$ cat src/rtl/video_timing_pkg.sv
// ----------------------------------------------------------------------------
// video_timing_pkg: raster timing presets, coordinate widths and scheduler states
// Rev 1.0
// ----------------------------------------------------------------------------
`default_nettype none

package video_timing_pkg;

    localparam int COORD_W = 13;
    localparam int PAT_W   = 3;

    // 1920x1080 @ 60 Hz, 148.5 MHz pixel clock
    localparam int H1080_SYNC  = 44;
    localparam int H1080_BACK  = 148;
    localparam int H1080_DISP  = 1920;
    localparam int H1080_FRONT = 88;
    localparam int V1080_SYNC  = 5;
    localparam int V1080_BACK  = 36;
    localparam int V1080_DISP  = 1080;
    localparam int V1080_FRONT = 4;

    // 1280x720 @ 60 Hz, 74.25 MHz pixel clock
    localparam int H720_SYNC   = 40;
    localparam int H720_BACK   = 220;
    localparam int H720_DISP   = 1280;
    localparam int H720_FRONT  = 110;
    localparam int V720_SYNC   = 5;
    localparam int V720_BACK   = 20;
    localparam int V720_DISP   = 720;
    localparam int V720_FRONT  = 5;

    typedef enum logic [0:0] {
        SCHED_HOLD    = 1'b0,
        SCHED_ADVANCE = 1'b1
    } sched_state_t;

endpackage

`default_nettype wire

$ cat src/rtl/pattern_sched.sv
// ----------------------------------------------------------------------------
// pattern_sched: steps the test-pattern index every N frames or on request
// Rev 1.0
// ----------------------------------------------------------------------------
`default_nettype none

module pattern_sched
    import video_timing_pkg::*;
#(
    parameter int PATTERN_NUM        = 5,
    parameter int FRAMES_PER_PATTERN = 120
) (
    input  logic             pixel_clk,
    input  logic             sys_rst_n,
    input  logic             frame_start,
    input  logic             pattern_auto,
    input  logic             pattern_next,
    output logic [PAT_W-1:0] pattern_sel
);

    localparam int FC_W = (FRAMES_PER_PATTERN > 1) ? $clog2(FRAMES_PER_PATTERN) : 1;
    localparam logic [FC_W-1:0]  c_frame_last = FC_W'(FRAMES_PER_PATTERN - 1);
    localparam logic [PAT_W-1:0] c_pat_last   = PAT_W'(PATTERN_NUM - 1);

    sched_state_t    r_state;
    logic [FC_W-1:0] r_frame_cnt;

    always_ff @(posedge pixel_clk or negedge sys_rst_n) begin
        if (!sys_rst_n) begin
            r_state     <= SCHED_HOLD;
            r_frame_cnt <= '0;
            pattern_sel <= '0;
        end else begin
            case (r_state)
                SCHED_HOLD: begin
                    // A manual request in the same cycle as the auto rollover still yields one step
                    if (frame_start && pattern_auto && (r_frame_cnt == c_frame_last)) begin
                        r_state <= SCHED_ADVANCE;
                    end else begin
                        if (frame_start && pattern_auto) begin
                            r_frame_cnt <= r_frame_cnt + 1'b1;
                        end
                        if (pattern_next) begin
                            r_state <= SCHED_ADVANCE;
                        end
                    end
                end
                SCHED_ADVANCE: begin
                    pattern_sel <= (pattern_sel == c_pat_last) ? '0 : pattern_sel + 1'b1;
                    r_frame_cnt <= '0;
                    r_state     <= SCHED_HOLD;
                end
                default: begin
                    r_state <= SCHED_HOLD;
                end
            endcase
        end
    end

endmodule

`default_nettype wire

$ cat src/rtl/video_timing_ctrl.sv
// ----------------------------------------------------------------------------
// video_timing_ctrl: raster counters, sync/DE/coordinate decode, pattern scheduling
// Rev 1.0
// ----------------------------------------------------------------------------
`default_nettype none

module video_timing_ctrl
    import video_timing_pkg::*;
#(
    parameter int H_SYNC             = H1080_SYNC,
    parameter int H_BACK             = H1080_BACK,
    parameter int H_DISP             = H1080_DISP,
    parameter int H_FRONT            = H1080_FRONT,
    parameter int V_SYNC             = V1080_SYNC,
    parameter int V_BACK             = V1080_BACK,
    parameter int V_DISP             = V1080_DISP,
    parameter int V_FRONT            = V1080_FRONT,
    parameter int PATTERN_NUM        = 5,
    parameter int FRAMES_PER_PATTERN = 120
) (
    input  logic               pixel_clk,
    input  logic               sys_rst_n,
    input  logic               pattern_auto,
    input  logic               pattern_next,
    output logic               video_hs,
    output logic               video_vs,
    output logic               video_de,
    output logic               pixel_req,
    output logic [COORD_W-1:0] pixel_xpos,
    output logic [COORD_W-1:0] pixel_ypos,
    output logic               frame_start,
    output logic [PAT_W-1:0]   pattern_sel
);

    localparam logic [COORD_W-1:0] c_h_last = COORD_W'(H_SYNC + H_BACK + H_DISP + H_FRONT - 1);
    localparam logic [COORD_W-1:0] c_v_last = COORD_W'(V_SYNC + V_BACK + V_DISP + V_FRONT - 1);
    localparam logic [COORD_W-1:0] c_h_sync = COORD_W'(H_SYNC);
    localparam logic [COORD_W-1:0] c_v_sync = COORD_W'(V_SYNC);
    localparam logic [COORD_W-1:0] c_ha     = COORD_W'(H_SYNC + H_BACK);
    localparam logic [COORD_W-1:0] c_ha_m1  = COORD_W'(H_SYNC + H_BACK - 1);
    localparam logic [COORD_W-1:0] c_he     = COORD_W'(H_SYNC + H_BACK + H_DISP);
    localparam logic [COORD_W-1:0] c_he_m1  = COORD_W'(H_SYNC + H_BACK + H_DISP - 1);
    localparam logic [COORD_W-1:0] c_va     = COORD_W'(V_SYNC + V_BACK);
    localparam logic [COORD_W-1:0] c_ve     = COORD_W'(V_SYNC + V_BACK + V_DISP);

    logic [COORD_W-1:0] r_h_cnt;
    logic [COORD_W-1:0] r_v_cnt;

    logic w_hs;
    logic w_vs;
    logic w_v_act;
    logic w_de;
    logic w_req;
    logic w_frame_start;

    always_ff @(posedge pixel_clk or negedge sys_rst_n) begin
        if (!sys_rst_n) begin
            r_h_cnt <= '0;
            r_v_cnt <= '0;
        end else if (r_h_cnt == c_h_last) begin
            r_h_cnt <= '0;
            r_v_cnt <= (r_v_cnt == c_v_last) ? '0 : r_v_cnt + 1'b1;
        end else begin
            r_h_cnt <= r_h_cnt + 1'b1;
        end
    end

    // Request window sits one column ahead of DE so the pixel source can register its data
    always_comb begin
        w_hs          = (r_h_cnt < c_h_sync);
        w_vs          = (r_v_cnt < c_v_sync);
        w_v_act       = (r_v_cnt >= c_va) && (r_v_cnt < c_ve);
        w_de          = w_v_act && (r_h_cnt >= c_ha) && (r_h_cnt < c_he);
        w_req         = w_v_act && (r_h_cnt >= c_ha_m1) && (r_h_cnt < c_he_m1);
        w_frame_start = (r_h_cnt == '0) && (r_v_cnt == '0);
    end

    always_ff @(posedge pixel_clk or negedge sys_rst_n) begin
        if (!sys_rst_n) begin
            video_hs    <= 1'b0;
            video_vs    <= 1'b0;
            video_de    <= 1'b0;
            pixel_req   <= 1'b0;
            pixel_xpos  <= '0;
            pixel_ypos  <= '0;
            frame_start <= 1'b0;
        end else begin
            video_hs    <= w_hs;
            video_vs    <= w_vs;
            video_de    <= w_de;
            pixel_req   <= w_req;
            pixel_xpos  <= w_req ? (r_h_cnt - c_ha_m1) : '0;
            pixel_ypos  <= w_req ? (r_v_cnt - c_va) : '0;
            frame_start <= w_frame_start;
        end
    end

    pattern_sched #(
        .PATTERN_NUM        (PATTERN_NUM),
        .FRAMES_PER_PATTERN (FRAMES_PER_PATTERN)
    ) u_pattern_sched (
        .pixel_clk    (pixel_clk),
        .sys_rst_n    (sys_rst_n),
        .frame_start  (frame_start),
        .pattern_auto (pattern_auto),
        .pattern_next (pattern_next),
        .pattern_sel  (pattern_sel)
    );

endmodule

`default_nettype wire

$ cat config.mk
export PLATFORM = sky130hd
export DESIGN_NAME = video_timing_ctrl
export DESIGN_NICKNAME = d
export VERILOG_FILES = /design/src/rtl/video_timing_pkg.sv /design/src/rtl/pattern_sched.sv /design/src/rtl/video_timing_ctrl.sv
export SDC_FILE = /design/constraint.sdc
export NUM_CORES = 1
export LEC_CHECK = 0
export CAP_MARGIN = 20
export CORE_ASPECT_RATIO = 1.4
export CORE_MARGIN = 4
export CORE_UTILIZATION = 51
export CTS_CLUSTER_DIAMETER = 40
export DETAILED_ROUTE_END_ITERATION = 10
export PLACE_DENSITY_LB_ADDON = 0.15
export SLEW_MARGIN = 20
export SYNTH_ARGS = -nofsm -noshare
export SYNTH_HDL_FRONTEND = slang
export SYNTH_HIERARCHICAL = 1
export SYNTH_SLANG_ARGS = --single-unit
$ cat constraint.sdc
create_clock -name pixel_clk -period 1.9 [get_ports pixel_clk]
set_input_delay 0.19 -clock pixel_clk [delete_from_list [all_inputs] [get_ports pixel_clk]]
set_output_delay 0.19 -clock pixel_clk [all_outputs]
set_load 0.01 [all_outputs]
==> results of run 1 <==
-- worst max-delay path by stage --
stage | endpoint | slack [ns] | depth (start not counted)
6_report | pixel_ypos[3]$_DFF_PN0_ | -0.02 | 6
5_1_grt | r_v_cnt[3]$_DFFE_PN0P_ | -0.11 | 5
4_1_cts | pixel_ypos[3]$_DFF_PN0_ | -0.03 | 6
3_5_place_dp | pixel_ypos[3]$_DFF_PN0_ | -0.04 | 6
3_3_place_gp | pixel_ypos[5]$_DFF_PN0_ | 0.005 | 6
2_1_floorplan | r_v_cnt[3]$_DFFE_PN0P_ | -0.09 | 7
-- layer usage --
layer	share of wire	wire length [um]	vias to the layer above	GRT usage
met3	0.028	238	35	0.03559
met4	0.041	357	0	0.1200
met5	0	0	-	0
met1	0.38	3240	1382	0.2331
li1	-	-	1341	-
met2	0.56	4787	64	0.3707
-- Yosys cell counts, drive strengths merged, types with 5 or more instances --
| library cell | instances |
|---|---|
| dfrtp | 68 |
| nor3 | 31 |
| nand2 | 27 |
| nor2 | 25 |
| buf | 19 |
| xnor2 | 16 |
| xor2 | 15 |
| nand3 | 13 |
| o21ai | 13 |
| inv | 10 |
| ha | 9 |
| nand4 | 8 |
| or3 | 8 |
| a21oi | 7 |
| nor4 | 7 |
| a31oi | 5 |
| and2 | 5 |
| and3 | 5 |
| nor2b | 5 |
-- stage by stage --
step                  util  worst slack (ns)  instances  area (um^2)  setup TNS [ns]
floorplan                -          -0.09211        339         3655         -0.5477
global placement    0.6523          0.004958        492         4342               0
detailed placement  0.6523          -0.03747        492         4342        -0.08213
CTS                 0.6917          -0.02612        509         4604        -0.09769
global route        0.7425           -0.1100        515         4942         -0.8652
finish              0.7425          -0.01665        515         4942        -0.02719
-- cells by family after synthesis --
| family | share of synthesized area |
|---|---|
| and+or+nand+nor | 0.2555 |
| DFF | 0.4840 |
| AOI/OAI and AO/OA | 0.07366 |
| buffers and inverters | 0.06121 |
| xor gates and xnor gates | 0.07722 |
| adders and majority gates | 0.03203 |
| muxes | 0.01637 |
-- registers in the layout, summed over array words and instances (netlist names), 3 cells and up --
signal                       cells
r_h_cnt                         13
pixel_ypos                      13
u_pattern_sched/r_frame_cnt      7
r_v_cnt                         13
u_pattern_sched/pattern_sel      3
pixel_xpos                      13
-- cell type report --
class,instances,area (um^2),area share
clock buffer,11,151.4,0.03063
inverter,10,37.54,0.007595
tap,92,115.1,0.02329
timing repair buffer,91,865.8,0.1752
multi-input combinational,238,1983,0.4013
sequential,68,1705,0.3451
clock inverter,5,83.83,0.01696
-- critical path: cells and delay by family (launching register included) --
family,cells,cell delay (ns)
and+or+nand+nor,3,0.73
DFF,1,0.40
AOI/OAI and AO/OA,2,0.55
buffers and inverters,1,0.16
-- timing repair --
action / CTS / global route
cloned: 0 / 2
gates resized for setup: 3 / 48
hold buffers: 1 / 0
setup endpoints to repair: 5 / 40
endpoints found under the hold margin: 68 / 0
setup buffers: 0 / 4
pin swaps: 2 / 8
-- where the power goes --
part / internal, W / switching [W] / total (W)
Clock: 0.000812 / 0.000560 / 0.00137
Sequential: 0.00147 / 0.0000327 / 0.00151
Combinational: 0.0000859 / 0.0000906 / 0.000176
==> impl_results.html, run 1 <==
<table>
<tr><th>Metric</th><th>Value</th></tr>
<tr><th colspan="2">Run status</th></tr>
<tr><td>Run status</td><td>complete, but fails checks</td></tr>
<tr><td>Violated checks</td><td>negative setup slack</td></tr>
<tr><th colspan="2">Yosys</th></tr>
<tr><td>Most frequently used flop master after synthesis</td><td>dfrtp_1</td></tr>
<tr><td>Number of distinct library cell variants in the gate-level netlist after synthesis</td><td>56</td></tr>
<tr><td>Sequential area share after synthesis</td><td>0.4840</td></tr>
<tr><td>Number of enable flip-flop cells after synthesis</td><td>0</td></tr>
<tr><td>Synthesized netlist cell count</td><td>339</td></tr>
<tr><td>Net count after synthesis</td><td>352</td></tr>
<tr><td>Flip-flop and latch count after synthesis</td><td>68</td></tr>
<tr><td>Cell type with the highest aggregate area in the netlist</td><td>dfrtp_1</td></tr>
<tr><td>Number of warnings issued by yosys</td><td>6</td></tr>
<tr><td>Fraction of synthesis flops using an asynchronous set or reset pin</td><td>1.000</td></tr>
<tr><td>Mean area per synthesized cell</td><td>10.37 um^2</td></tr>
<tr><td>Leading post-synthesis cells by cell area</td><td>dfrtp_1 (48%), nor3_1 (4.0%), xnor2_1 (4.0%)</td></tr>
<tr><td>Post-synthesis cell area</td><td>3516 um^2</td></tr>
<tr><td>Yosys top cell area share</td><td>0.4840</td></tr>
<tr><th colspan="2">Critical path</th></tr>
<tr><td>Arrival time of data at the critical path endpoint</td><td>2.18 ns</td></tr>
<tr><td>Worst-path maximum fanout</td><td>7</td></tr>
<tr><td>Delay of the slowest cell on the worst path</td><td>0.42 ns</td></tr>
<tr><td>Crit path from</td><td>r_v_cnt[7]$_DFFE_PN0P_</td></tr>
<tr><td>CP Cell Sequence</td><td>or3_4, a2111oi_4, nand3_2, a21o_4, buf_12, nor4_4</td></tr>
<tr><td>CP startpoint kind</td><td>register</td></tr>
<tr><td>Library cell contributing the largest single delay on the critical path</td><td>or3_4</td></tr>
<tr><td>Cells on worst reg2reg path</td><td>6</td></tr>
<tr><td>R2r endpoint</td><td>pixel_ypos[3]$_DFF_PN0_</td></tr>
<tr><td>Endpoint type of the worst setup path</td><td>register</td></tr>
<tr><td>Worst EP required</td><td>2.16 ns</td></tr>
<tr><td>Worst R2R Setup Slack</td><td>-0.02 ns</td></tr>
<tr><td>WS Path Type</td><td>register to register</td></tr>
<tr><td>Reg2Reg Launch Point</td><td>r_v_cnt[7]$_DFFE_PN0P_</td></tr>
<tr><th colspan="2">Clock tree</th></tr>
<tr><td>Root cell of the clock tree</td><td>clkbuf_8</td></tr>
<tr><td>Clock edge transition at the registers on the reported setup and hold paths</td><td>0.07 ns</td></tr>
<tr><td>H-tree level count</td><td>3</td></tr>
<tr><td>Insertion delay of the later-clocked pin in the worst-skew pair</td><td>0.35 ns</td></tr>
<tr><td>Cts bufs inserted</td><td>9</td></tr>
<tr><td>Bufs on Longest Clock Path</td><td>2</td></tr>
<tr><td>Clock sink count</td><td>68</td></tr>
<tr><td>Clock tree from TritonCTS</td><td>built</td></tr>
<tr><th colspan="2">Detailed routing</th></tr>
<tr><td>Vias post-DR</td><td>2822</td></tr>
<tr><td>Residual DRC</td><td>0</td></tr>
<tr><td>First DRT Iteration DRCs</td><td>203</td></tr>
<tr><td>Detail-routed via count per cell</td><td>5.480</td></tr>
<tr><td>Pre-antenna DRT Iters</td><td>4</td></tr>
<tr><td>DRT antenna net count</td><td>0</td></tr>
<tr><td>Average wire per standard cell</td><td>16.74 um</td></tr>
<tr><td>Total wire length</td><td>8623 um</td></tr>
<tr><th colspan="2">Floorplan</th></tr>
<tr><td>Core region area</td><td>6656 um^2</td></tr>
<tr><td>Site Rows</td><td>35</td></tr>
<tr><td>I/O Pins</td><td>38</td></tr>
<tr><td>Starting density of the core</td><td>0.5282</td></tr>
<tr><td>Height of the chip</td><td>106.2 um</td></tr>
<tr><td>Die Footprint</td><td>8305 um^2</td></tr>
<tr><td>DIE WIDTH</td><td>78.17 um</td></tr>
<tr><th colspan="2">Timing</th></tr>
<tr><td>Max-slew violation count</td><td>0</td></tr>
<tr><td>Worst Clk Skew</td><td>0.009107 ns</td></tr>
<tr><td>Final Hold Violating Endpoints</td><td>0</td></tr>
<tr><td>Final worst-path setup slack</td><td>-0.01665 ns</td></tr>
<tr><td>Final clock period utilization by the worst path</td><td>1.009</td></tr>
<tr><td>Clock period minus final worst setup slack</td><td>1.917 ns</td></tr>
<tr><td>Fmax</td><td>0.5217 GHz</td></tr>
<tr><td>Slew at the pin closest to its max-slew limit</td><td>0.5368 ns</td></tr>
<tr><td>Fin Hold WS</td><td>0.3942 ns</td></tr>
<tr><td>Unrepaired setup endpoints after global routing</td><td>yes</td></tr>
<tr><td>Endpoints failing setup</td><td>2</td></tr>
<tr><td>Remaining max-slew budget at the tightest pin</td><td>0.6389</td></tr>
<tr><th colspan="2">GRT</th></tr>
<tr><td>Via count of the first global-routing pass</td><td>2805</td></tr>
<tr><td>Aggregate global routing overflow</td><td>0</td></tr>
<tr><td>Global-route wire length before repair</td><td>13420 um</td></tr>
<tr><td>Number of antenna violations at the first check in global routing</td><td>0</td></tr>
<tr><td>All-layer global routing usage</td><td>0.2091</td></tr>
<tr><td>Maximum number of pins on one net before global-route repair</td><td>69</td></tr>
<tr><th colspan="2">Placement</th></tr>
<tr><td>HPWL Detailed</td><td>5815 um</td></tr>
<tr><td>IO buf count</td><td>37</td></tr>
<tr><td>Final weighted congestion of routability-driven global placement</td><td>0.9322</td></tr>
<tr><th colspan="2">Layout</th></tr>
<tr><td>Filler Cells Inserted</td><td>483</td></tr>
<tr><td>Final-stage net count</td><td>431</td></tr>
<tr><td>Commonest non-fill, non-tap cells in the layout</td><td>dfrtp_1 (65), buf_4 (45), clkdlybuf4s50_1 (36), nand2_1 (25), nor2_1 (21)</td></tr>
<tr><td>Ratio of cells with drive above 1 in the final layout</td><td>0.3428</td></tr>
<tr><td>Most common cell after layout, fill and taps aside</td><td>dfrtp_1</td></tr>
<tr><td>Area delta synth-&gt;final</td><td>40.57%</td></tr>
<tr><td>Number of antenna diodes</td><td>0</td></tr>
<tr><th colspan="2">Pwr</th></tr>
<tr><td>Power density over the cells</td><td>618.3 nW/um^2</td></tr>
<tr><td>Overall power of the completed layout</td><td>0.003056 W</td></tr>
<tr><td>Worst ir drop on vdd</td><td>0.0004368 V</td></tr>
<tr><td>Leak Pwr</td><td>2.218 nW</td></tr>
<tr><th colspan="2">Job</th></tr>
<tr><td>Number of violations of the max-capacitance limit</td><td>0</td></tr>
<tr><th colspan="2">Worst hold path</th></tr>
<tr><td>Min-Delay Path Class</td><td>input port to asynchronous set/reset pin</td></tr>
</table>
Power figures use the tool's default switching activity.
==> inputs of run 2 (changes only) <==
--- a/config.mk
+++ b/config.mk
@@ -7,7 +7,7 @@
 export LEC_CHECK = 0
 export CAP_MARGIN = 20
 export CORE_ASPECT_RATIO = 1.4
-export CORE_MARGIN = 4
+export CORE_MARGIN = 1.5
 export CORE_UTILIZATION = 51
 export CTS_CLUSTER_DIAMETER = 40
 export DETAILED_ROUTE_END_ITERATION = 10
==> impl_results.html, run 2 (synthesis results as in run 1) <==
<table>
<tr><th>Metric</th><th>Value</th></tr>
<tr><th colspan="2">Run status</th></tr>
<tr><td>Run status</td><td>complete, but fails checks</td></tr>
<tr><td>Violated checks</td><td>negative setup slack</td></tr>
<tr><th colspan="2">Worst hold path</th></tr>
<tr><td>Min-Delay Path Class</td><td>input port to asynchronous set/reset pin</td></tr>
<tr><th colspan="2">GRT</th></tr>
<tr><td>Maximum number of pins on one net before global-route repair</td><td>69 (unchanged)</td></tr>
<tr><td>All-layer global routing usage</td><td>0.2336 (+0.02455)</td></tr>
<tr><td>Via count of the first global-routing pass</td><td>2736 (-2.5%)</td></tr>
<tr><td>Number of antenna violations at the first check in global routing</td><td>0 (unchanged)</td></tr>
<tr><td>Aggregate global routing overflow</td><td>0 (unchanged)</td></tr>
<tr><td>Global-route wire length before repair</td><td>13010 um (-3.1%)</td></tr>
<tr><th colspan="2">Clock tree</th></tr>
<tr><td>H-tree level count</td><td>3 (unchanged)</td></tr>
<tr><td>Cts bufs inserted</td><td>9 (unchanged)</td></tr>
<tr><td>Clock tree from TritonCTS</td><td>built</td></tr>
<tr><td>Clock sink count</td><td>68 (unchanged)</td></tr>
<tr><td>Insertion delay of the later-clocked pin in the worst-skew pair</td><td>0.35 ns (about the same)</td></tr>
<tr><td>Clock edge transition at the registers on the reported setup and hold paths</td><td>0.08 ns (about the same)</td></tr>
<tr><td>Root cell of the clock tree</td><td>clkbuf_8</td></tr>
<tr><td>Bufs on Longest Clock Path</td><td>2 (unchanged)</td></tr>
<tr><th colspan="2">Floorplan</th></tr>
<tr><td>Height of the chip</td><td>101.2 um (-4.7%)</td></tr>
<tr><td>Die Footprint</td><td>7408 um^2 (-11%)</td></tr>
<tr><td>I/O Pins</td><td>38 (unchanged)</td></tr>
<tr><td>Core region area</td><td>6613 um^2 (-0.66%)</td></tr>
<tr><td>DIE WIDTH</td><td>73.17 um (-6.4%)</td></tr>
<tr><td>Starting density of the core</td><td>0.5317 (+0.003498)</td></tr>
<tr><td>Site Rows</td><td>35 (unchanged)</td></tr>
<tr><th colspan="2">Timing</th></tr>
<tr><td>Remaining max-slew budget at the tightest pin</td><td>0.5208 (-0.1180)</td></tr>
<tr><td>Final worst-path setup slack</td><td>-0.05031 ns (-0.03366 ns)</td></tr>
<tr><td>Worst Clk Skew</td><td>0.01021 ns (+0.001098 ns)</td></tr>
<tr><td>Clock period minus final worst setup slack</td><td>1.950 ns (+0.03366 ns)</td></tr>
<tr><td>Slew at the pin closest to its max-slew limit</td><td>0.7122 ns (+0.1754 ns)</td></tr>
<tr><td>Fmax</td><td>0.5127 GHz (-1.7%)</td></tr>
<tr><td>Unrepaired setup endpoints after global routing</td><td>yes</td></tr>
<tr><td>Final Hold Violating Endpoints</td><td>0 (unchanged)</td></tr>
<tr><td>Fin Hold WS</td><td>0.3899 ns (-0.004297 ns)</td></tr>
<tr><td>Max-slew violation count</td><td>0 (unchanged)</td></tr>
<tr><td>Final clock period utilization by the worst path</td><td>1.026 (+0.01772)</td></tr>
<tr><td>Endpoints failing setup</td><td>9 (+7)</td></tr>
<tr><th colspan="2">Critical path</th></tr>
<tr><td>CP startpoint kind</td><td>register</td></tr>
<tr><td>Buffering stage count on the worst path with inverters included</td><td>1 (unchanged)</td></tr>
<tr><td>CP Cell Sequence</td><td>or3_4, a2111oi_4, nand3_2, a21o_4, buf_12, nor4_4</td></tr>
<tr><td>Delay of the slowest cell on the worst path</td><td>0.43 ns (about the same)</td></tr>
<tr><td>Worst-path maximum fanout</td><td>8 (+1)</td></tr>
<tr><td>Worst R2R Setup Slack</td><td>-0.05 ns (-0.03 ns)</td></tr>
<tr><td>R2r endpoint</td><td>pixel_ypos[5]$_DFF_PN0_</td></tr>
<tr><td>Capturing element of the worst setup path</td><td>pixel_ypos[5]$_DFF_PN0_</td></tr>
<tr><td>Number of cells on the critical path</td><td>6 (unchanged)</td></tr>
<tr><td>Endpoint type of the worst setup path</td><td>register</td></tr>
<tr><td>WS Path Type</td><td>register to register</td></tr>
<tr><td>Delay-heaviest family, CP</td><td>simple AND/OR/NAND/NOR gates</td></tr>
<tr><td>Cells on worst reg2reg path</td><td>6 (unchanged)</td></tr>
<tr><td>Crit path from</td><td>r_v_cnt[8]$_DFFE_PN0P_</td></tr>
<tr><td>Library cell contributing the largest single delay on the critical path</td><td>or3_4</td></tr>
<tr><td>Arrival time of data at the critical path endpoint</td><td>2.21 ns (+0.03 ns)</td></tr>
<tr><td>Worst EP required</td><td>2.16 ns (about the same)</td></tr>
<tr><td>Reg2Reg Launch Point</td><td>r_v_cnt[8]$_DFFE_PN0P_</td></tr>
<tr><th colspan="2">Layout</th></tr>
<tr><td>Number of antenna diodes</td><td>0 (unchanged)</td></tr>
<tr><td>Filler Cells Inserted</td><td>460 (-4.8%)</td></tr>
<tr><td>Final-stage net count</td><td>435 (+0.93%)</td></tr>
<tr><td>Most common cell after layout, fill and taps aside</td><td>dfrtp_1</td></tr>
<tr><td>Area delta synth-&gt;final</td><td>38.72%</td></tr>
<tr><td>Commonest non-fill, non-tap cells in the layout</td><td>dfrtp_1 (66), buf_4 (49), clkdlybuf4s50_1 (36), nand2_1 (25), nor2_1 (23)</td></tr>
<tr><td>Ratio of cells with drive above 1 in the final layout</td><td>0.3162 (-0.02663)</td></tr>
<tr><th colspan="2">Detailed routing</th></tr>
<tr><td>Detail-routed via count per cell</td><td>5.459 (-0.38%)</td></tr>
<tr><td>Average wire per standard cell</td><td>15.75 um (-5.9%)</td></tr>
<tr><td>Vias post-DR</td><td>2833 (+0.39%)</td></tr>
<tr><td>DRT antenna net count</td><td>0 (unchanged)</td></tr>
<tr><td>Total wire length</td><td>8175 um (-5.2%)</td></tr>
<tr><td>First DRT Iteration DRCs</td><td>190 (-6.4%)</td></tr>
<tr><td>Pre-antenna DRT Iters</td><td>4 (unchanged)</td></tr>
<tr><td>Residual DRC</td><td>0 (unchanged)</td></tr>
<tr><th colspan="2">Placement</th></tr>
<tr><td>IO buf count</td><td>37 (unchanged)</td></tr>
<tr><td>HPWL Detailed</td><td>5776 um (-0.67%)</td></tr>
<tr><td>Pre-CTS worst setup slack</td><td>-0.07211 ns (-0.03464 ns)</td></tr>
<tr><td>Final weighted congestion of routability-driven global placement</td><td>0.9349 (+0.29%)</td></tr>
<tr><th colspan="2">Pwr</th></tr>
<tr><td>Power density over the cells</td><td>625.7 nW/um^2 (+1.2%)</td></tr>
<tr><td>Leak Pwr</td><td>2.152 nW (-3.0%)</td></tr>
<tr><td>Worst ir drop on vdd</td><td>0.0004898 V (+12%)</td></tr>
<tr><td>Overall power of the completed layout</td><td>0.003052 W (-0.14%)</td></tr>
<tr><th colspan="2">Job</th></tr>
<tr><td>Number of violations of the max-capacitance limit</td><td>0 (unchanged)</td></tr>
</table>
## run 2: through the flow
stage / utilization / area (um^2) / cells / setup TNS, ns
6_report: 0.7376 / 4877 / 519 / -0.2489
4_1_cts: 0.7150 / 4728 / 517 / -0.1128
5_1_grt: 0.7376 / 4877 / 519 / -0.9361
3_5_place_dp: 0.6641 / 4392 / 497 / -0.1807
3_3_place_gp: 0.6641 / 4392 / 497 / -0.1005
2_1_floorplan: - / 3655 / 339 / -0.5477
## run 2: how the worst min path moves through the flow
stage,from,end,depth (start not counted)
floorplan,sys_rst_n,frame_start$_DFF_PN0_,0
detailed placement,sys_rst_n,u_pattern_sched/pattern_sel[2]$_DFFE_PN0P_,2
CTS,sys_rst_n,u_pattern_sched/pattern_sel[2]$_DFFE_PN0P_,3
global placement,sys_rst_n,u_pattern_sched/pattern_sel[2]$_DFFE_PN0P_,2
global route,sys_rst_n,u_pattern_sched/r_frame_cnt[6]$_DFFE_PN0P_,3
finish,sys_rst_n,u_pattern_sched/pattern_sel[2]$_DFFE_PN0P_,3
## run 2: power by group
group	switching [W]	internal [W]
sequential	0.0000322	0.00147
clock	0.000553	0.000812
combinational	0.0000926	0.0000868
total	0.000678	0.00237
## run 2: metal layers
metal	global-route usage	routed length, um	vias to the layer above	part of all wire
met2	0.4420	4634	61	0.57
met3	0.04677	278	17	0.034
li1	-	-	1349	-
met5	0	0	-	0
met4	0.07983	222	0	0.027
met1	0.2528	3040	1406	0.37
## run 2: area by class of cell
cell class,count,area [um^2],area share
sequential,68,1704,0.3494
inverter,10,37.54,0.007696
multi-input combinational,238,1899,0.3894
clock buffer,11,151.4,0.03104
timing repair buffer,95,885.9,0.1816
clock inverter,5,83.83,0.01719
tap,92,115.1,0.02360
## run 2: what timing repair did
item / in CTS / in global routing
setup endpoints to repair: 5 / 35
setup buffers: 2 / 3
hold endpoints to repair: 68 / 0
hold buffers: 1 / 0
pin swaps: 2 / 7
gates resized for setup: 10 / 27
gates cloned: 1 / 0
## run 2: worst reg2reg max path, stage by stage (launching register included)
cell and delay, ns:
dfrtp_1 0.38, or3_4 0.43, a2111oi_4 0.34, nand3_2 0.14, a21o_4 0.23, buf_12 0.15, nor4_4 0.19
==> inputs of run 3 (changes only) <==
--- a/config.mk
+++ b/config.mk
@@ -5,10 +5,11 @@
 export SDC_FILE = /design/constraint.sdc
 export NUM_CORES = 1
 export LEC_CHECK = 0
+export ABC_AREA = 1
 export CAP_MARGIN = 20
 export CORE_ASPECT_RATIO = 1.4
 export CORE_MARGIN = 1.5
-export CORE_UTILIZATION = 51
+export CORE_UTILIZATION = 52
 export CTS_CLUSTER_DIAMETER = 40
 export DETAILED_ROUTE_END_ITERATION = 10
 export PLACE_DENSITY_LB_ADDON = 0.15
==> impl_results.html, run 3 <==
<table>
<tr><th>Metric</th><th>Value</th></tr>
<tr><th colspan="2">Timing</th></tr>
<tr><td>Remaining max-slew budget at the tightest pin</td><td>0.7574 (+0.2366)</td></tr>
<tr><td>Fin Hold WS</td><td>0.3815 ns (-0.008451 ns)</td></tr>
<tr><td>Endpoints failing setup</td><td>0 (-9)</td></tr>
<tr><td>Worst Clk Skew</td><td>0.009374 ns (-0.0008314 ns)</td></tr>
<tr><td>Fmax</td><td>0.5769 GHz (+13%)</td></tr>
<tr><td>Setup TNS</td><td>0 ns (+0.2489 ns)</td></tr>
<tr><td>Final clock period utilization by the worst path</td><td>0.9124 (-0.1141)</td></tr>
<tr><td>Slew at the pin closest to its max-slew limit</td><td>0.3639 ns (-0.3483 ns)</td></tr>
<tr><td>Final Hold Violating Endpoints</td><td>0 (unchanged)</td></tr>
<tr><td>Clock period minus final worst setup slack</td><td>1.733 ns (-0.2168 ns)</td></tr>
<tr><td>Max-slew violation count</td><td>0 (unchanged)</td></tr>
<tr><td>Final worst-path setup slack</td><td>0.1665 ns (+0.2168 ns)</td></tr>
<tr><td>Unrepaired setup endpoints after global routing</td><td>no</td></tr>
<tr><th colspan="2">Detailed routing</th></tr>
<tr><td>DRT antenna net count</td><td>0 (unchanged)</td></tr>
<tr><td>Detail-routed via count per cell</td><td>4.994 (-8.5%)</td></tr>
<tr><td>Total wire length</td><td>8031 um (-1.8%)</td></tr>
<tr><td>Residual DRC</td><td>0 (unchanged)</td></tr>
<tr><td>First DRT Iteration DRCs</td><td>189 (-0.53%)</td></tr>
<tr><td>Pre-antenna DRT Iters</td><td>4 (unchanged)</td></tr>
<tr><td>Average wire per standard cell</td><td>12.91 um (-18%)</td></tr>
<tr><td>Vias post-DR</td><td>3106 (+9.6%)</td></tr>
<tr><th colspan="2">GRT</th></tr>
<tr><td>Global-route wire length before repair</td><td>13670 um (+5.1%)</td></tr>
<tr><td>Maximum number of pins on one net before global-route repair</td><td>69 (unchanged)</td></tr>
<tr><td>Via count of the first global-routing pass</td><td>3004 (+9.8%)</td></tr>
<tr><td>Number of antenna violations at the first check in global routing</td><td>0 (unchanged)</td></tr>
<tr><td>All-layer global routing usage</td><td>0.2177 (-0.01588)</td></tr>
<tr><td>Aggregate global routing overflow</td><td>0 (unchanged)</td></tr>
<tr><th colspan="2">Critical path</th></tr>
<tr><td>Worst EP required</td><td>2.13 ns (-0.03 ns)</td></tr>
<tr><td>CP startpoint kind</td><td>register</td></tr>
<tr><td>Worst-path maximum fanout</td><td>11 (+3)</td></tr>
<tr><td>Endpoint type of the worst setup path</td><td>register</td></tr>
<tr><td>WS Path Type</td><td>register to register</td></tr>
<tr><td>Arrival time of data at the critical path endpoint</td><td>1.96 ns (-0.25 ns)</td></tr>
<tr><th colspan="2">Yosys</th></tr>
<tr><td>Number of enable flip-flop cells after synthesis</td><td>0 (unchanged)</td></tr>
<tr><td>Fraction of synthesis flops using an asynchronous set or reset pin</td><td>1.000 (unchanged)</td></tr>
<tr><td>Most frequently used flop master after synthesis</td><td>dfrtp_1</td></tr>
<tr><td>Net count after synthesis</td><td>488 (+39%)</td></tr>
<tr><td>Leading post-synthesis cells by cell area</td><td>dfrtp_1 (43%), nand2_1 (10%), nor2_4 (7.7%)</td></tr>
<tr><td>Mean area per synthesized cell</td><td>8.274 um^2 (-20%)</td></tr>
<tr><td>Synthesized netlist cell count</td><td>475 (+40%)</td></tr>
<tr><td>Number of warnings issued by yosys</td><td>6 (unchanged)</td></tr>
<tr><td>Cell type with the highest aggregate area in the netlist</td><td>dfrtp_1</td></tr>
<tr><td>Sequential area share after synthesis</td><td>0.4330 (-0.05100)</td></tr>
<tr><td>Number of distinct library cell variants in the gate-level netlist after synthesis</td><td>34 (-39%)</td></tr>
<tr><td>Top cells by instance count after synthesis</td><td>nand2_1 (108), dfrtp_1 (68), nor2_1 (46)</td></tr>
<tr><td>Flip-flop and latch count after synthesis</td><td>68 (unchanged)</td></tr>
<tr><td>Post-synthesis cell area</td><td>3930 um^2 (+12%)</td></tr>
<tr><td>Leading cell type by number of instances after synthesis</td><td>nand2_1</td></tr>
<tr><td>Yosys top cell area share</td><td>0.4330 (-0.05100)</td></tr>
<tr><th colspan="2">Clock tree</th></tr>
<tr><td>Clock tree from TritonCTS</td><td>built</td></tr>
<tr><td>Insertion delay of the later-clocked pin in the worst-skew pair</td><td>0.35 ns (about the same)</td></tr>
<tr><td>H-tree level count</td><td>3 (unchanged)</td></tr>
<tr><td>Root cell of the clock tree</td><td>clkbuf_8</td></tr>
<tr><td>Clock sink count</td><td>68 (unchanged)</td></tr>
<tr><td>Clock edge transition at the registers on the reported setup and hold paths</td><td>0.07 ns (about the same)</td></tr>
<tr><td>Bufs on Longest Clock Path</td><td>2 (unchanged)</td></tr>
<tr><td>Post-CTS Setup Bufs</td><td>0 (-2)</td></tr>
<tr><td>Cts bufs inserted</td><td>9 (unchanged)</td></tr>
<tr><th colspan="2">Pwr</th></tr>
<tr><td>Power density over the cells</td><td>597.0 nW/um^2 (-4.6%)</td></tr>
<tr><td>Leak Pwr</td><td>2.389 nW (+11%)</td></tr>
<tr><td>Overall power of the completed layout</td><td>0.002753 W (-9.8%)</td></tr>
<tr><td>Worst ir drop on vdd</td><td>0.0003598 V (-27%)</td></tr>
<tr><th colspan="2">Floorplan</th></tr>
<tr><td>Core region area</td><td>7315 um^2 (+11%)</td></tr>
<tr><td>Die Footprint</td><td>8096 um^2 (+9.3%)</td></tr>
<tr><td>DIE WIDTH</td><td>76.48 um (+4.5%)</td></tr>
<tr><td>Starting density of the core</td><td>0.5373 (+0.005597)</td></tr>
<tr><td>Site Rows</td><td>37 (+5.7%)</td></tr>
<tr><td>Height of the chip</td><td>105.9 um (+4.6%)</td></tr>
<tr><td>I/O Pins</td><td>38 (unchanged)</td></tr>
<tr><th colspan="2">Placement</th></tr>
<tr><td>Final weighted congestion of routability-driven global placement</td><td>0.9324 (-0.27%)</td></tr>
<tr><td>HPWL Detailed</td><td>6071 um (+5.1%)</td></tr>
<tr><td>Cell Count Post-Placement</td><td>606 (+22%)</td></tr>
<tr><td>Pre-CTS worst setup slack</td><td>0.1849 ns (+0.2570 ns)</td></tr>
<tr><td>IO buf count</td><td>37 (unchanged)</td></tr>
<tr><th colspan="2">Layout</th></tr>
<tr><td>Ratio of cells with drive above 1 in the final layout</td><td>0.1848 (-0.1314)</td></tr>
<tr><td>Number of standard cells in the layout, taps in and fillers out</td><td>622 (+20%)</td></tr>
<tr><td>Area delta synth-&gt;final</td><td>17.32%</td></tr>
<tr><td>Filler Cells Inserted</td><td>673 (+46%)</td></tr>
<tr><td>Commonest non-fill, non-tap cells in the layout</td><td>nand2_1 (108), dfrtp_1 (68), nor2_1 (46), inv_1 (40), nand3_1 (40)</td></tr>
<tr><td>Most common cell after layout, fill and taps aside</td><td>nand2_1</td></tr>
<tr><td>Number of antenna diodes</td><td>0 (unchanged)</td></tr>
<tr><td>Final-stage net count</td><td>534 (+23%)</td></tr>
<tr><th colspan="2">Worst hold path</th></tr>
<tr><td>Min-Delay Path Class</td><td>input port to asynchronous set/reset pin</td></tr>
<tr><th colspan="2">Job</th></tr>
<tr><td>Number of violations of the max-capacitance limit</td><td>0 (unchanged)</td></tr>
<tr><th colspan="2">Run status</th></tr>
<tr><td>Run status</td><td>finished, final reports clean</td></tr>
</table>
## run 3: changes by cell type in the layout (fill, tap and decap cells not counted), moves of 21 or more
cell / change
nand2_1: +83
inv_2: +21
nor2_4: +25
inv_1: +30
nor2_1: +23
nand3_1: +29
buf_4: -43
## run 3: logic make-up after synthesis
| kind of cell | count (synthesis) | share of synthesized area |
|---|---|---|
| buffers and inverters | 74 | 0.08628 |
| DFF | 68 | 0.4330 |
| AOI/OAI and AO/OA | 30 | 0.04266 |
| xor gates and xnor gates | 24 | 0.05349 |
| and+or+nand+nor | 270 | 0.3559 |
| adders and majority gates | 9 | 0.02865 |
## run 3: area by class of cell
class                   count  area, um^2  share of cell area
multi-input cells         333        1889              0.4098
flip-flops and latches     68        1702              0.3691
repair buffers             48       500.5              0.1085
inverters                  61       229.0             0.04966
clock buffers              13       158.9             0.03446
well taps                  97       121.4             0.02632
clock inverters             2       10.01            0.002171
## run 3: layer usage
metal	part of all wire	up-vias	global-route usage	wire, um
met5	0	-	0	0
met4	0.024	0	0.1019	196
met3	0.034	20	0.05108	274
met2	0.55	65	0.4088	4423
met1	0.39	1453	0.2251	3137
li1	-	1568	-	-
## run 3: final timing paths
path | startpoint | end | slack (ns) | cells after the start
max | r_h_cnt[0]$_DFF_PN0_ | pixel_xpos[4]$_DFF_PN0_ | 0.17 | 10
min | sys_rst_n | u_pattern_sched/r_frame_cnt[1]$_DFFE_PN0P_ | 0.38 | 3
max reg2reg | r_h_cnt[0]$_DFF_PN0_ | pixel_xpos[4]$_DFF_PN0_ | 0.17 | 10
min reg2reg | r_h_cnt[0]$_DFF_PN0_ | pixel_xpos[0]$_DFF_PN0_ | 0.50 | 1
max in group asynchronous | sys_rst_n | video_vs$_DFF_PN0_ | 1.21 | 3
min in group pixel_clk | pattern_next | u_pattern_sched/r_state$_DFF_PN0_ | 0.38 | 3
## run 3: critical path: stages (launching register included)
cell and delay (ns):
dfrtp_1 0.41, ha_1 0.23, nand2_1 0.11, nor2_2 0.06
nand2_1 0.10, nand3_2 0.09, nor2_2 0.14, nor2_4 0.05
nand2_4 0.17, buf_12 0.19, nor2_1 0.05
## run 3: stage by stage
step           utilization  area (um^2)
6_report            0.6303         4611
2_1_floorplan            -         3930
3_5_place_dp        0.6059         4432
5_1_grt             0.6303         4611
3_3_place_gp        0.6059         4432
4_1_cts             0.6303         4611
## run 3: what timing repair did
item | CTS | global route
endpoints found under the hold margin | 68 | 0
hold buffers | 1 | 0
resized for setup | 0 | 0
## run 3: power by group
part	internal [W]	switching, W	total (W)	leakage (nW)
Clock	0.000534	0.000504	0.00104	0.0893
Combinational	0.000101	0.000102	0.000204	1.38
Sequential	0.00148	0.0000314	0.00151	0.924
Total	0.00211	0.000638	0.00275	2.39
